## config.mk

```make
export PLATFORM = sky130hd
export DESIGN_NAME = round_sequencer
export DESIGN_NICKNAME = d
export VERILOG_FILES = /design/src/rtl/round_sequencer.sv
export SDC_FILE = /design/constraint.sdc
export NUM_CORES = 1
export LEC_CHECK = 0
export ABC_AREA = 0
export CAP_MARGIN = 20
export CELL_PAD_IN_SITES_DETAIL_PLACEMENT = 0
export CELL_PAD_IN_SITES_GLOBAL_PLACEMENT = 2
export CORE_ASPECT_RATIO = 2
export CORE_MARGIN = 8
export CORE_UTILIZATION = 29
export DETAILED_ROUTE_END_ITERATION = 8
export GPL_ROUTABILITY_DRIVEN = 0
export GPL_TIMING_DRIVEN = 0
export PLACE_DENSITY_LB_ADDON = 0.1
export SYNTH_ARGS = -nofsm -noshare
export SYNTH_HDL_FRONTEND = slang
export SYNTH_SLANG_ARGS = --single-unit
```

## constraint.sdc

```tcl
create_clock -name clk -period 2.7 [get_ports clk]
set_clock_uncertainty 0.2 [all_clocks]
set_input_delay 0.54 -clock clk [delete_from_list [all_inputs] [get_ports clk]]
set_output_delay 0.54 -clock clk [all_outputs]
set_load 0.005 [all_outputs]
```

## src/rtl/round_sequencer.sv

```systemverilog
// ============================================================================
//  Module   : round_sequencer
//  Purpose  : Central round controller for the pattern-memory game. Latches
//             the selected level on a start key edge, then runs every round
//             as RST -> GEN -> SHOW -> INPUT -> JUDGE (-> GAP -> RST ...),
//             counting rounds and wins until NUM_ROUNDS rounds are played.
//  Options  : ROUND_TIMEOUT_EN - when defined, the INPUT phase is closed as
//             a lost round after TIMEOUT_CYCLES cycles without inp_done.
//  Ports    :
//    clk          in   system clock (1 kHz domain)
//    rst          in   asynchronous active-low reset
//    level[2:0]   in   one-hot level (001 / 010 / 100)
//    level_valid  in   level is stable and may be latched
//    start        in   start key, level-sensitive, edge-detected here
//    gen_done     in   pattern generator finished
//    show_done    in   pattern display finished
//    inp_done     in   input trim finished
//    round_win    in   comparator verdict, valid with inp_done
//    sub_rst_n    out  active-low round-local reset for the sub-blocks
//    gen_en       out  generator enable
//    show_en      out  display enable
//    inp_en       out  input-trim enable
//    lv_mask      out  active pattern slots for the latched level
//    round_count  out  rounds completed
//    answer_count out  rounds won
//    score        out  10 * answer_count, latched at game end
//    game_end     out  game finished
//    state_dbg    out  current state encoding
//  Revision : 1.0 - initial release
// ============================================================================
`default_nettype none

module round_sequencer #(
  parameter int NUM_ROUNDS     = 10,
  parameter int RST_PULSE      = 2,
  parameter int GAP_CYCLES     = 3,
  parameter int TIMEOUT_CYCLES = 10000
) (
  input  logic        clk,
  input  logic        rst,
  input  logic [2:0]  level,
  input  logic        level_valid,
  input  logic        start,
  input  logic        gen_done,
  input  logic        show_done,
  input  logic        inp_done,
  input  logic        round_win,
  output logic        sub_rst_n,
  output logic        gen_en,
  output logic        show_en,
  output logic        inp_en,
  output logic [15:0] lv_mask,
  output logic [4:0]  round_count,
  output logic [4:0]  answer_count,
  output logic [6:0]  score,
  output logic        game_end,
  output logic [2:0]  state_dbg
);

  typedef enum logic [2:0] {
    S_IDLE  = 3'd0,
    S_RST   = 3'd1,
    S_GEN   = 3'd2,
    S_SHOW  = 3'd3,
    S_INPUT = 3'd4,
    S_JUDGE = 3'd5,
    S_GAP   = 3'd6,
    S_DONE  = 3'd7
  } state_t;

  state_t      state;
  state_t      state_nxt;
  logic        start_q;
  logic        start_edge;
  logic        level_ok;
  logic [15:0] mask_sel;
  logic [15:0] dwell_cnt;
  logic        rst_last;
  logic        gap_last;
  logic        win_q;
  logic        timeout_hit;
  logic [5:0]  rounds_next;
  logic [4:0]  answers_next;
  logic [8:0]  score_full;
  logic        sub_rst_n_nxt;
  logic        gen_en_nxt;
  logic        show_en_nxt;
  logic        inp_en_nxt;
  logic        game_end_nxt;

  assign start_edge = start & ~start_q;
  assign level_ok   = level_valid &
                      ((level == 3'b001) | (level == 3'b010) | (level == 3'b100));
  assign state_dbg  = state;

  // Dwell counter is only meaningful in RST and GAP; it restarts on entry.
  assign rst_last = (dwell_cnt == 16'(RST_PULSE - 1));
  assign gap_last = (dwell_cnt == 16'(GAP_CYCLES - 1));

  assign rounds_next  = {1'b0, round_count} + 6'd1;
  assign answers_next = answer_count + {4'b0, win_q};
  assign score_full   = {4'b0, answers_next} * 9'd10;

  always_comb begin
    mask_sel = 16'h0000;
    case (level)
      3'b001:  mask_sel = 16'h00FF;
      3'b010:  mask_sel = 16'h0FFF;
      3'b100:  mask_sel = 16'hFFFF;
      default: mask_sel = 16'h0000;
    endcase
  end

`ifdef ROUND_TIMEOUT_EN
  logic [13:0] to_cnt;

  // Counts cycles spent in INPUT; cleared in every other state so that it
  // starts from zero on each INPUT entry.
  always_ff @(posedge clk or negedge rst) begin
    if (!rst) begin
      to_cnt <= 14'd0;
    end else if (state != S_INPUT) begin
      to_cnt <= 14'd0;
    end else begin
      to_cnt <= to_cnt + 14'd1;
    end
  end

  assign timeout_hit = (state == S_INPUT) && (to_cnt == 14'(TIMEOUT_CYCLES - 1));
`else
  assign timeout_hit = 1'b0;
`endif

  // State register
  always_ff @(posedge clk or negedge rst) begin
    if (!rst) begin
      state <= S_IDLE;
    end else begin
      state <= state_nxt;
    end
  end

  // Next state and next values of the registered outputs
  always_comb begin
    state_nxt = state;
    case (state)
      S_IDLE:  if (start_edge && level_ok) state_nxt = S_RST;
      S_RST:   if (rst_last) state_nxt = S_GEN;
      // A done input only counts while its block has actually been enabled.
      S_GEN:   if (gen_en && gen_done) state_nxt = S_SHOW;
      S_SHOW:  if (show_en && show_done) state_nxt = S_INPUT;
      S_INPUT: if ((inp_en && inp_done) || timeout_hit) state_nxt = S_JUDGE;
      S_JUDGE: state_nxt = (rounds_next >= 6'(NUM_ROUNDS)) ? S_DONE : S_GAP;
      S_GAP:   if (gap_last) state_nxt = S_RST;
      S_DONE:  if (start_edge) state_nxt = S_IDLE;
      default: state_nxt = S_IDLE;
    endcase

    // An enable rises one cycle after its state is entered and drops on the
    // same edge the state is left, so it never overlaps another phase.
    gen_en_nxt    = (state == S_GEN)   && (state_nxt == S_GEN);
    show_en_nxt   = (state == S_SHOW)  && (state_nxt == S_SHOW);
    inp_en_nxt    = (state == S_INPUT) && (state_nxt == S_INPUT);
    sub_rst_n_nxt = (state_nxt != S_IDLE) && (state_nxt != S_RST) &&
                    (state_nxt != S_DONE);
    game_end_nxt  = (state_nxt == S_DONE);
  end

  // Registered outputs, counters and round bookkeeping
  always_ff @(posedge clk or negedge rst) begin
    if (!rst) begin
      start_q      <= 1'b0;
      dwell_cnt    <= 16'd0;
      win_q        <= 1'b0;
      sub_rst_n    <= 1'b0;
      gen_en       <= 1'b0;
      show_en      <= 1'b0;
      inp_en       <= 1'b0;
      game_end     <= 1'b0;
      lv_mask      <= 16'h0000;
      round_count  <= 5'd0;
      answer_count <= 5'd0;
      score        <= 7'd0;
    end else begin
      start_q   <= start;
      sub_rst_n <= sub_rst_n_nxt;
      gen_en    <= gen_en_nxt;
      show_en   <= show_en_nxt;
      inp_en    <= inp_en_nxt;
      game_end  <= game_end_nxt;

      if (((state == S_RST) || (state == S_GAP)) && (state_nxt == state)) begin
        dwell_cnt <= dwell_cnt + 16'd1;
      end else begin
        dwell_cnt <= 16'd0;
      end

      if ((state == S_IDLE) && (state_nxt == S_RST)) begin
        lv_mask      <= mask_sel;
        round_count  <= 5'd0;
        answer_count <= 5'd0;
        score        <= 7'd0;
      end

      // A timeout leaves INPUT without inp_done, which forces a lost round.
      if ((state == S_INPUT) && (state_nxt == S_JUDGE)) begin
        win_q <= inp_en & inp_done & round_win;
      end

      if (state == S_JUDGE) begin
        if (round_count != 5'(NUM_ROUNDS)) begin
          round_count <= round_count + 5'd1;
        end
        answer_count <= answers_next;
        if (state_nxt == S_DONE) begin
          score <= (score_full > 9'd127) ? 7'd127 : score_full[6:0];
        end
      end

      if ((state == S_DONE) && (state_nxt == S_IDLE)) begin
        round_count  <= 5'd0;
        answer_count <= 5'd0;
        score        <= 7'd0;
      end
    end
  end

endmodule

`default_nettype wire

```

After elaboration in Yosys (flattened, before gate mapping)
Cells that the tools add are included.
- bits in registers: 59
- bits of input ports: 11
- output and inout bits: 41
- word-level logic and storage cells: 90
- add/subtract/negate cells: 4
- multiply operators: 1
- order comparisons: 2
- equal/unequal tests: 22
- muxes and demuxes: 23
- bitwise gates (word level): 7
- reductions and logical operators: 18
- operators by type and width (kind ; count):
    16-bit one-hot mux with 3 select lines ; 1
    5-bit 2-to-1 mux ; 7
    7-bit 2-to-1 mux ; 5
    3-bit == test, second input constant ; 8
    3-bit one-hot mux with 8 select lines ; 1
    3-bit 2-to-1 mux ; 7
    16-bit by 1-bit adder with 16-bit output, second input constant ; 1
    16-bit by 1-bit == test with 1-bit output, second input constant ; 1
    16-bit by 2-bit == test with 1-bit output, second input constant ; 1
    16-bit 2-to-1 mux ; 1
    3-bit by 2-bit == test with 1-bit output, second input constant ; 5
    1-bit logical AND ; 13
    3-bit by 1-bit == test with 1-bit output, second input constant ; 3
    9-bit by 7-bit greater-than comparator with 1-bit output, second input constant ; 1
    5-bit by 3-bit multiplier with 8-bit output, second input constant ; 1
    5-bit by 1-bit adder with 6-bit output, second input constant ; 1
    6-bit by 4-bit >= comparator with 1-bit output, second input constant ; 1
    3-bit zero test ; 2
    3-bit nonzero test ; 2
    5-bit by 1-bit adder with 5-bit output ; 1
    5-bit by 1-bit adder with 5-bit output, second input constant ; 1
    5-bit by 4-bit != test with 1-bit output, second input constant ; 1
    1-bit bitwise AND ; 4
    3-bit == test ; 1
    6 further kinds ; 7

Longest topological paths before layout
- depth after elaboration: 13
- gate-level depth with buffers: 12
- depth with buffers taken out: 12

Worst setup path before layout
Ideal clock, no wire load.
- kind: register to register
- start: register answer_count[0]
- end: register score[1]
- setup time: 0.154 ns
- arrival: 2.611 ns
- data required time: 2.346 ns
- slack: -0.265 ns
- cell stages (with the launch flop): 11
- period minus slack after synthesis: 2.965 ns
- cells stage by stage: dfrtp_1 > ha_1 > ha_1 > nand3_1 > xnor2_1 > ha_1 > fa_1 > nor2_1 > mux2i_1 > nor3_1 > a221oi_1
- longest elaborated chain between the ends: 7
- RTL lines (what ; line ; RTL):
    start: declaration ; 54 ; output logic [4:0] answer_count,
    start signal: assignment ; 214 ; answer_count <= answers_next;
    5-bit by 1-bit adder with 5-bit output * ; 101 ; assign answers_next = answer_count + {4'b0, win_q};
    5-bit by 3-bit multiplier with 8-bit output * ; 102 ; assign score_full = {4'b0, answers_next} * 9'd10;
    9-bit by 7-bit greater-than comparator with 1-bit output ; 216 ; score <= (score_full > 9'd127) ? 7'd127 : score_full[6:0];
    7-bit 2-to-1 mux * ; 216 ;
    7-bit 2-to-1 mux * ; 215 ; if (state_nxt == S_DONE) begin
    7-bit 2-to-1 mux * ; 210 ; if (state == S_JUDGE) begin
    7-bit 2-to-1 mux * ; 220 ; if ((state == S_DONE) && (state_nxt == S_IDLE)) begin
    end signal: assignment ; 216 ;
    end: declaration ; 55 ; output logic [6:0] score,
Mark *: on every way between the ends. The rest lies on a longest branch, timed or not.
A chain may end at the register's enable or synchronous reset.

Worst setup path in the final report
- start: register win_q
- end: register score[2]
- longest elaborated chain between the ends: 7
- RTL lines (what ; line ; RTL):
    start: declaration ; 80 ; logic win_q;
    start signal: assignment ; 207 ; win_q <= inp_en & inp_done & round_win;
    5-bit by 1-bit adder with 5-bit output * ; 101 ;
    5-bit by 3-bit multiplier with 8-bit output * ; 102 ;
    9-bit by 7-bit greater-than comparator with 1-bit output ; 216 ;
    7-bit 2-to-1 mux * ; 216 ;
    7-bit 2-to-1 mux * ; 215 ;
    7-bit 2-to-1 mux * ; 210 ;
    7-bit 2-to-1 mux * ; 220 ;
Marks and branches as above.

==> impl_metrics.tcl <==
set metrics [dict create \
    vdd_drop_max_mv 0.415 \
    final_cell_mix "clkdlybuf4s50_1 (50), dfrtp_1 (45), nor2_1 (29)" \
    multiInputGateArea_um2 1460 \
    syn_nets 291 \
    drt-total-wl_um 7430 \
    cts.path.max_buffers 2 \
    p_switching_mw 1.01 \
    wl_per_cell_um 16.9 \
    p_int_mw 1.99 \
    netlist_top_cells_area "dfrtp_1 (44%), ha_1 (6.7%), nor2_1 (4.3%)" \
    num_rows 49 \
    period_share 1.01 \
    comb_power_share 0.445 \
    synth_cell_types 51 \
    place_hpwl_um 5790 \
    core_um2 8890 \
    synth_area_leader_cell "dfrtp_1" \
    grt.overflow.total 0 \
    dpl_cell_area_um2 3310 \
    routed-via-count 2161 \
    die_area_um2 12500 \
    clock_latency_ns 0.29 \
    syn_area_um2 2610 \
    syn_inst 265 \
    postCtsHoldBufs 0 \
    pwr-share-seq 0.344 \
    port_buffers 51 \
    pre_cts_ws_ns -0.372 \
    grt_use_total 0.124 \
    h-tree-depth 2 \
    min_period_ns 2.74 \
    syn-mean-instance-area_um2 9.86 \
    worst_pin_slew_ns 0.769 \
    drtIter0Drc 40 \
    cp-end-kind "register" \
    cap_violations 0 \
    setup_viol 6 \
    synth-edff-count 0 \
    initial_core_util 0.294 \
    die-height_um 150 \
    cp_max_fo 6 \
    cp.arrival_ns 2.73 \
    root_buffer "clkbuf_16" \
    stdcell_area_um2 3690 \
    final_common_cell "clkdlybuf4s50_1" \
    antenna_found_initial 0 \
    fin_hold_ws_ns 0.0464 \
    path_clk_slew_ns 0.06 \
    synth_ff_type "dfrtp_1" \
    violations "setup timing" \
    max-slew-margin-rel 0.483 \
    grt_pass1_vias 2375 \
    ys_ff_latch 46 \
    hold_viol 0 \
    fillers 885 \
    drcViolationCount 0 \
    drt-vias-per-instance 4.92 \
    ios 52 \
    drt_first_pass_iters 4 \
    power_frac_clock 0.211 \
    drive_gt1_frac 0.202 \
    grt_first_pass_wirelength_um 12400 \
    place_inst 419 \
    slew_violations 0 \
    ys_async_sr_fraction 1.00 \
    final_cells 439 \
    hold_class "in2async" \
    die_w_um 83.1 \
    cts.sinks 46 \
    cts_tree "yes" \
    antenna_cells 0 \
    final_antenna_net_count 0 \
    p_leak_nw 1.61 \
    switching_share 0.337 \
    start_kind "register" \
    area_growth_pct 41.2 \
    final-seq-area_um2 1150 \
    p_per_area_nw_per_um2 811 \
    synth_top_area_frac 0.440 \
    rsz0062_at_grt "yes" \
    fmax_mhz 365 \
    numCtsBuffers 5 \
    outcome "complete, but fails checks" \
    ys_warn_count 0 \
    setup_ws_ns -0.0392 \
    critical_path_class "reg2reg" \
    cp.required_ns 2.69 \
    final_nets 362 \
    ys_seq_area_frac 0.440 \
    grt_max_degree 25 \
]
metrics by stage:
step,utilization,power (mW),TNS (ns)
2_1_floorplan,-,1.65,-0.00394
3_3_place_gp,0.371,2.30,-31.09
3_5_place_dp,0.372,2.32,-2.91
4_1_cts,0.408,3.05,-0.403
5_1_grt,0.415,3.21,-0.890
6_report,0.415,2.99,-0.118
kinds of logic (layout without fill, tap and decap cells):
family,after synthesis,in the layout,synth area share
xor gates and xnor gates,19,19,0.0637
DFF,46,46,0.440
buffers and inverters,33,105,0.0680
AOI/OAI and AO/OA,43,43,0.121
adders and majority gates,15,15,0.0747
muxes,3,3,0.0120
and+or+nand+nor,106,106,0.220
sequential cells by signal (all words and copies together), names as in the netlist:
register      cells
answer_count      5
state_dbg         3
dwell_cnt        16
show_en           1
gen_en            1
lv_mask           3
round_count       5
inp_en            1
score             7
sub_rst_n         1
win_q             1
game_end          1
start_q           1
layout make-up:
class	count	area share
Sequential cell	46	0.312
Multi-Input combinational cell	186	0.395
Timing Repair Buffer	64	0.170
Clock inverter	1	0.00136
Buffer	21	0.0359
Inverter	12	0.0122
Clock buffer	7	0.0386
Tap cell	102	0.0346
cells in the mapped netlist, types with 3 or more instances:
library cell	number
a22o_1	4
a31oi_1	4
nor3_1	4
dfrtp_1	46
nand2_1	22
inv_1	12
clkbuf_1	4
o21ai_0	9
nand2b_1	5
buf_4	13
nor2_1	30
xor2_1	12
xnor2_1	7
ha_1	14
nand3_1	11
buf_2	4
a221oi_1	6
nor2b_1	3
a21oi_1	8
and3_1	9
nand4_1	3
worst paths after layout:
path,start,to,slack [ns],cells past startpoint
worst max-delay path,win_q$_DFFE_PN0P_,score[2]$_DFF_PN0_,-0.04,13
worst min-delay path,rst,score[0]$_DFF_PN0_,0.05,1
worst max register to register,win_q$_DFFE_PN0P_,score[2]$_DFF_PN0_,-0.04,13
worst min register to register,show_en$_DFF_PN0_,show_en$_DFF_PN0_,0.26,1
max in group asynchronous,rst,dwell_cnt[14]$_DFF_PN0_,1.72,2
min in group clk,show_en$_DFF_PN0_,show_en$_DFF_PN0_,0.26,1
power groups by stage:
stage	sequential [mW]	clock [mW]	combinational [mW]
2_1_floorplan	1.00	0	0.647
3_3_place_gp	1.03	0	1.26
3_5_place_dp	1.04	0	1.28
4_1_cts	1.03	0.660	1.35
5_1_grt	1.07	0.681	1.47
6_report	1.03	0.632	1.33
per-layer routing:
| metal | wire length [µm] | global-route usage |
|---|---|---|
| met1 | 2590 | 0.109 |
| met2 | 4500 | 0.259 |
| met3 | 210 | 0.0271 |
| met4 | 131 | 0.0478 |
| met5 | 0 | 0 |
worst max-delay path, cell delays in order, from the launching register on:
cell and delay (ns):
dfrtp_1 0.41, ha_4 0.17, ha_4 0.16, nand3_4 0.10
xnor2_4 0.16, ha_4 0.29, ha_4 0.19, a21o_1 0.18
nand2_2 0.08, nor2_2 0.04, mux2i_2 0.19, nor3_4 0.07
buf_12 0.14, a221oi_2 0.27
what timing repair did:
action / CTS / global route
pin swaps: 14 / 6
gates resized for setup: 12 / 8
setup endpoints to repair: 8 / 8
setup buffers: 9 / 3
hold endpoints to repair: 0 / 0
Power figures use the tool's default switching activity.
